--- src/rtl/mc_writeback_scoreboard.sv ---
// Busy-register scoreboard for in-flight multi-cycle ops (div/rem, FP div/sqrt), split into x and f maps.
// Optional SB_CMP_BYPASS_EN: a register completing this cycle is already treated as not busy.
module mc_writeback_scoreboard #(
  parameter int unsigned DEPTH = 4,
  parameter int unsigned CNT_W = 3
) (
  input  logic             clk,
  input  logic             rst_n,
  input  logic             iss_valid,
  input  logic [4:0]       iss_rd_addr,
  input  logic             iss_fp,
  output logic             iss_ready,
  input  logic             iss_flush,
  input  logic             cmp_valid,
  input  logic [4:0]       cmp_rd_addr,
  input  logic             cmp_fp,
  input  logic [4:0]       id_rs1_addr,
  input  logic [4:0]       id_rs2_addr,
  input  logic             id_rs1_fp,
  input  logic             id_rs2_fp,
  input  logic             id_rs1_used,
  input  logic             id_rs2_used,
  output logic             id_stall,
  output logic [CNT_W-1:0] inflight_cnt,
  output logic             sb_err
);

  logic [31:0]      gen_busy;
  logic [31:0]      fp_busy;
  logic [31:0]      gen_busy_nxt;
  logic [31:0]      fp_busy_nxt;
  logic [CNT_W-1:0] cnt_nxt;
  logic             acc;
  logic             set_en;
  logic             iss_x0;
  logic             cmp_x0;
  logic             cmp_busy;
  logic             cmp_ok;
  logic             cmp_bad;
  logic             target_busy;
  logic             rs1_busy;
  logic             rs2_busy;

  // General x0 is hardwired zero and therefore never pending.
  function automatic logic map_busy(input logic [31:0] gmap, input logic [31:0] fmap,
                                    input logic fp, input logic [4:0] addr);
    if (fp)
      return fmap[addr];
    return (addr != 5'd0) && gmap[addr];
  endfunction

  always_comb begin
    target_busy = map_busy(gen_busy, fp_busy, iss_fp, iss_rd_addr);
    rs1_busy    = map_busy(gen_busy, fp_busy, id_rs1_fp, id_rs1_addr);
    rs2_busy    = map_busy(gen_busy, fp_busy, id_rs2_fp, id_rs2_addr);
`ifdef SB_CMP_BYPASS_EN
    if (cmp_valid && (cmp_fp == iss_fp) && (cmp_rd_addr == iss_rd_addr))
      target_busy = 1'b0;
    if (cmp_valid && (cmp_fp == id_rs1_fp) && (cmp_rd_addr == id_rs1_addr))
      rs1_busy = 1'b0;
    if (cmp_valid && (cmp_fp == id_rs2_fp) && (cmp_rd_addr == id_rs2_addr))
      rs2_busy = 1'b0;
`endif
  end

  assign iss_ready = (inflight_cnt < CNT_W'(DEPTH)) && !target_busy;
  assign id_stall  = (id_rs1_used && rs1_busy) || (id_rs2_used && rs2_busy);

  assign acc      = iss_valid && iss_ready && !iss_flush;
  assign iss_x0   = !iss_fp && (iss_rd_addr == 5'd0);
  assign cmp_x0   = !cmp_fp && (cmp_rd_addr == 5'd0);
  assign set_en   = acc && !iss_x0;
  // Completion validity always looks at the registered map, never the bypass view.
  assign cmp_busy = map_busy(gen_busy, fp_busy, cmp_fp, cmp_rd_addr);
  assign cmp_ok   = cmp_valid && !cmp_x0 && cmp_busy;
  assign cmp_bad  = cmp_valid && !cmp_x0 && !cmp_busy;

  // Clear before set so a bypassed re-issue of the completing register stays busy.
  always_comb begin
    gen_busy_nxt = gen_busy;
    fp_busy_nxt  = fp_busy;
    if (cmp_ok) begin
      if (cmp_fp)
        fp_busy_nxt[cmp_rd_addr] = 1'b0;
      else
        gen_busy_nxt[cmp_rd_addr] = 1'b0;
    end
    if (set_en) begin
      if (iss_fp)
        fp_busy_nxt[iss_rd_addr] = 1'b1;
      else
        gen_busy_nxt[iss_rd_addr] = 1'b1;
    end
  end

  always_comb begin
    cnt_nxt = inflight_cnt;
    if (set_en && !cmp_ok)
      cnt_nxt = inflight_cnt + CNT_W'(1);
    else if (cmp_ok && !set_en)
      cnt_nxt = inflight_cnt - CNT_W'(1);
  end

  always_ff @(posedge clk or negedge rst_n) begin
    if (!rst_n) begin
      gen_busy     <= '0;
      fp_busy      <= '0;
      inflight_cnt <= '0;
      sb_err       <= 1'b0;
    end else begin
      gen_busy     <= gen_busy_nxt;
      fp_busy      <= fp_busy_nxt;
      inflight_cnt <= cnt_nxt;
      if (cmp_bad)
        sb_err <= 1'b1;
    end
  end

endmodule
--- config.mk ---
export PLATFORM = sky130hd
export DESIGN_NAME = mc_writeback_scoreboard
export DESIGN_NICKNAME = d
export VERILOG_FILES = /design/src/rtl/mc_writeback_scoreboard.sv
export SDC_FILE = /design/constraint.sdc
export NUM_CORES = 1
export LEC_CHECK = 0
export CAP_MARGIN = 20
export CORE_ASPECT_RATIO = 0.8
export CORE_MARGIN = 2
export CORE_UTILIZATION = 55
export DETAILED_ROUTE_END_ITERATION = 8
export GPL_TIMING_DRIVEN = 0
export HOLD_SLACK_MARGIN = 0.15
export PLACE_DENSITY = 0.77
export SYNTH_ARGS = -nofsm -noshare
export SYNTH_HDL_FRONTEND = slang
export SYNTH_SLANG_ARGS = --single-unit
--- constraint.sdc ---
create_clock -name clk -period 2.7 [get_ports clk]
set_input_delay 0.405 -clock clk [delete_from_list [all_inputs] [get_ports clk]]
set_output_delay 0.405 -clock clk [all_outputs]
set_load 0.01 [all_outputs]
==> run summary <==
post-route setup slack = -371.6 ps
Root Buffer = clkbuf_16
largest net degree at the start of global routing = 69
main combinational cell family by area after synthesis = multiplexers
#FFs+latches synth = 68
peak supply drop = 0.0004832 V
clock slew at reported path FFs = 60 ps
area of placed instances = 0.006072 mm²
hold_buf cts = 0
Crit Reg-Reg Startpoint = gen_busy[19]
CP max FO = 2
highest clock rate = 325.6 MHz
Worst-Margin Slew = 896.1 ps
First DRT Iteration DRCs = 798
layout cells sized above 1 = 33.06%
final setup skew = 8.425 ps
RSZ-0062 raised after global routing = true
max cap viols = 0
top cell type by total area after synthesis = dfrtp_1
Via density = 7.340
Tot Pwr = 3.759 mW
# DRC = 0
violated checks = negative setup slack
post-layout minimum cycle time = 3072 ps
via count = 5490
1st-pass router iterations = 5
wire per inst = 28.43 µm
Startpoint Class = flip-flop
Power per Cell Area = 545.7 mW/mm²
Post-Synthesis Net Count = 572
Clock Tree Buf Depth = 2
EDFF count, synth = 0
Req. time, crit path = 2970 ps
Final Hold Fails = 0
CP Class = reg -> reg
GRT Util Overall = 40.41%
first-pass GRT wire length = 31930 µm
final WL = 21270 µm
post-route cell area = 0.006888 mm²
Post-Syn Area = 0.005594 mm²
top cells by area, synth = dfrtp_1 (30%), mux4_2 (14%), mux2i_1 (7.2%), o31ai_1 (3.4%), mux2_2 (3.2%)
clock sinks = 68
top_reg_cell synth = dfrtp_1
final setup fails = 3
# IOs = 37
worst hold-check path type = in -> async
CTS H-tree depth = 3
post-synthesis compound-gate area fraction = 19.44%
die width = 116.8 µm
adder-cell share of the synthesized area = 0.5815%
Tcrit/Tclk final = 113.8%
CTS tree = built
remaining global-route overflow = 0
Vert. Die Dim = 94.21 µm
Post-Synth XOR/XNOR Area = 0.4697%
clk_lat worst skew = 350 ps
Crit path arrival time = 3340 ps
post-synthesis mux area share = 24.87%
Rel. slew slack = 40.26%
Async SR Flop Fraction = 100.0%
Post-Synth Simple-Gate Area = 18.94%
initial core utilization = 57.26%
cell with the most instances after synthesis = dfrtp_1
Final GP Congestion = 1.090
Area Overhead vs Synth = 23.13%
Post-synth top cells = dfrtp_1 (68), mux2i_1 (40), nand2_1 (36), mux4_2 (35), o21ai_1 (34)
CORE AREA = 0.009769 mm²
# rows = 32
Yosys top cell area share = 30.42%
Final nets = 640
CTS Buf Count = 9
outcome = finished, violations left
Avg Synthesized Cell Area = 10.38 µm²
initial antenna violation count = 1
Port Buf Inserts = 26
Final Slew Violations = 0
Reg2Reg Setup Slack = -370 ps
Seq/Total Area, Yosys = 30.42%
crit end category = flip-flop
DP HPWL = 14760 µm
Distinct cells, synth = 67
antenna viol nets, final = 0
layout filler cell count = 742
YS warnings = 0
leakage = 2.720 nW
Die Footprint = 0.01100 mm²
vias in the first global route = 5412
CP startpoint = gen_busy[19]
Syn Inst Count = 539
## sequential cells by signal, indices dropped and copies added (netlist names)
name          cells
fp_busy          32
gen_busy         32
inflight_cnt      3
sb_err            1
## worst paths after layout
kind | cells after the start | to
max | 12 | inflight_cnt[2]
min | 1 | fp_busy[25]
max reg2reg | 12 | inflight_cnt[2]
min reg2reg | 1 | sb_err
max in group asynchronous | 1 | fp_busy[17]
min in group clk | 1 | sb_err
## stage by stage
stage | util [%] | setup slack [ps] | std cells | TNS, ps | hold WS (ps)
after floorplan | - | -326.9 | 539 | -632.2 | 109.4
after global placement | 62.18 | -1238 | 701 | -106360 | 441.5
after detailed placement | 62.15 | -1255 | 701 | -30840 | 453.0
after CTS | 69.48 | -349.3 | 743 | -1358 | 223.6
after global routing | 70.48 | -471.4 | 747 | -1146 | 269.8
final | 70.50 | -371.6 | 748 | -872.6 | 191.2
## cell type report
cell class              count  area [µm²]  share of cell area (%)
clock buffers              11       252.7                   3.669
inverters                  10       37.54                  0.5450
plain buffers              46       382.9                   5.559
clock inverters             4       72.57                   1.054
repair buffers             57       480.5                   6.975
well taps                 136       170.2                   2.470
flip-flops and latches     68        1713                   24.87
diodes                      1       2.502                 0.03633
multi-input cells         415        3776                   54.82
## power breakdown
part           leakage, nW  switching [mW]  total (mW)  internal (mW)
sequential           0.826           0.179        1.32           1.15
clock                0.158           0.466        1.32          0.852
combinational         1.74           0.561        1.12          0.554
## worst max-delay path, stage by stage (launching register included)
cell and delay (ps):
dfrtp_2 410, mux4_2 510, a222oi_1 510, o21a_4 220, nor2_4 30, a22oi_2 210
nand2b_4 170, ha_4 130, inv_2 30, fa_2 320, xor2_1 170, nor2_1 120
xor2_1 150
## kinds of logic after synthesis
| kind of cell | after synthesis |
|---|---|
| mux | 93 |
| xor+xnor | 3 |
| flops | 68 |
| compound gates | 153 |
| fa+ha+maj | 2 |
| buf+inv | 56 |
| simple gates | 164 |
## per-layer routing
| metal | vias to the layer above | routed length, µm | global-route usage (%) |
|---|---|---|---|
| met1 | 2673 | 8262 | 55.65 |
| met2 | 465 | 8913 | 55.92 |
| met4 | 0 | 786 | 16.86 |
| met3 | 88 | 3302 | 16.65 |
| met5 | - | 0 | 0 |
| li1 | 2264 | - | - |
## cell usage in the layout, fill, tap and decap left out, types with 4 or more instances in the layout
master | netlist | final
a2111oi_0 | 4 | 4
a21oi_1 | 9 | 8
a221o_1 | 11 | 11
a22o_1 | 5 | 5
a31oi_1 | 5 | 5
and2_1 | 13 | 11
buf_2 | 20 | 12
buf_4 | 2 | 35
buf_6 | 7 | 13
buf_8 | 0 | 5
clkbuf_1 | 12 | 4
clkbuf_16 | 0 | 9
clkbuf_2 | 0 | 5
clkdlybuf4s50_1 | 0 | 14
dfrtp_1 | 68 | 59
dfrtp_2 | 0 | 9
dlygate4sd2_1 | 0 | 8
inv_1 | 10 | 9
mux2_2 | 16 | 15
mux2i_1 | 40 | 40
mux4_2 | 35 | 35
nand2_1 | 36 | 36
nand2b_1 | 8 | 7
nand3_1 | 18 | 17
nand3b_1 | 10 | 10
nand4_1 | 5 | 5
nor2_1 | 11 | 9
nor2b_1 | 9 | 9
nor3_1 | 13 | 13
o21ai_0 | 18 | 13
o21ai_1 | 34 | 31
o21ai_2 | 1 | 9
o221ai_1 | 10 | 10
o22ai_1 | 8 | 7
o2bb2ai_1 | 10 | 10
o31ai_1 | 25 | 24
or3_1 | 4 | 4
## what timing repair did
action                                  CTS  global route
endpoints found under the setup margin   52            55
buffers inserted                         42             8
pin swaps                                38            14
hold endpoints to repair                  0             0
resized for setup                        81            27
(Power assumes the default switching activity.)
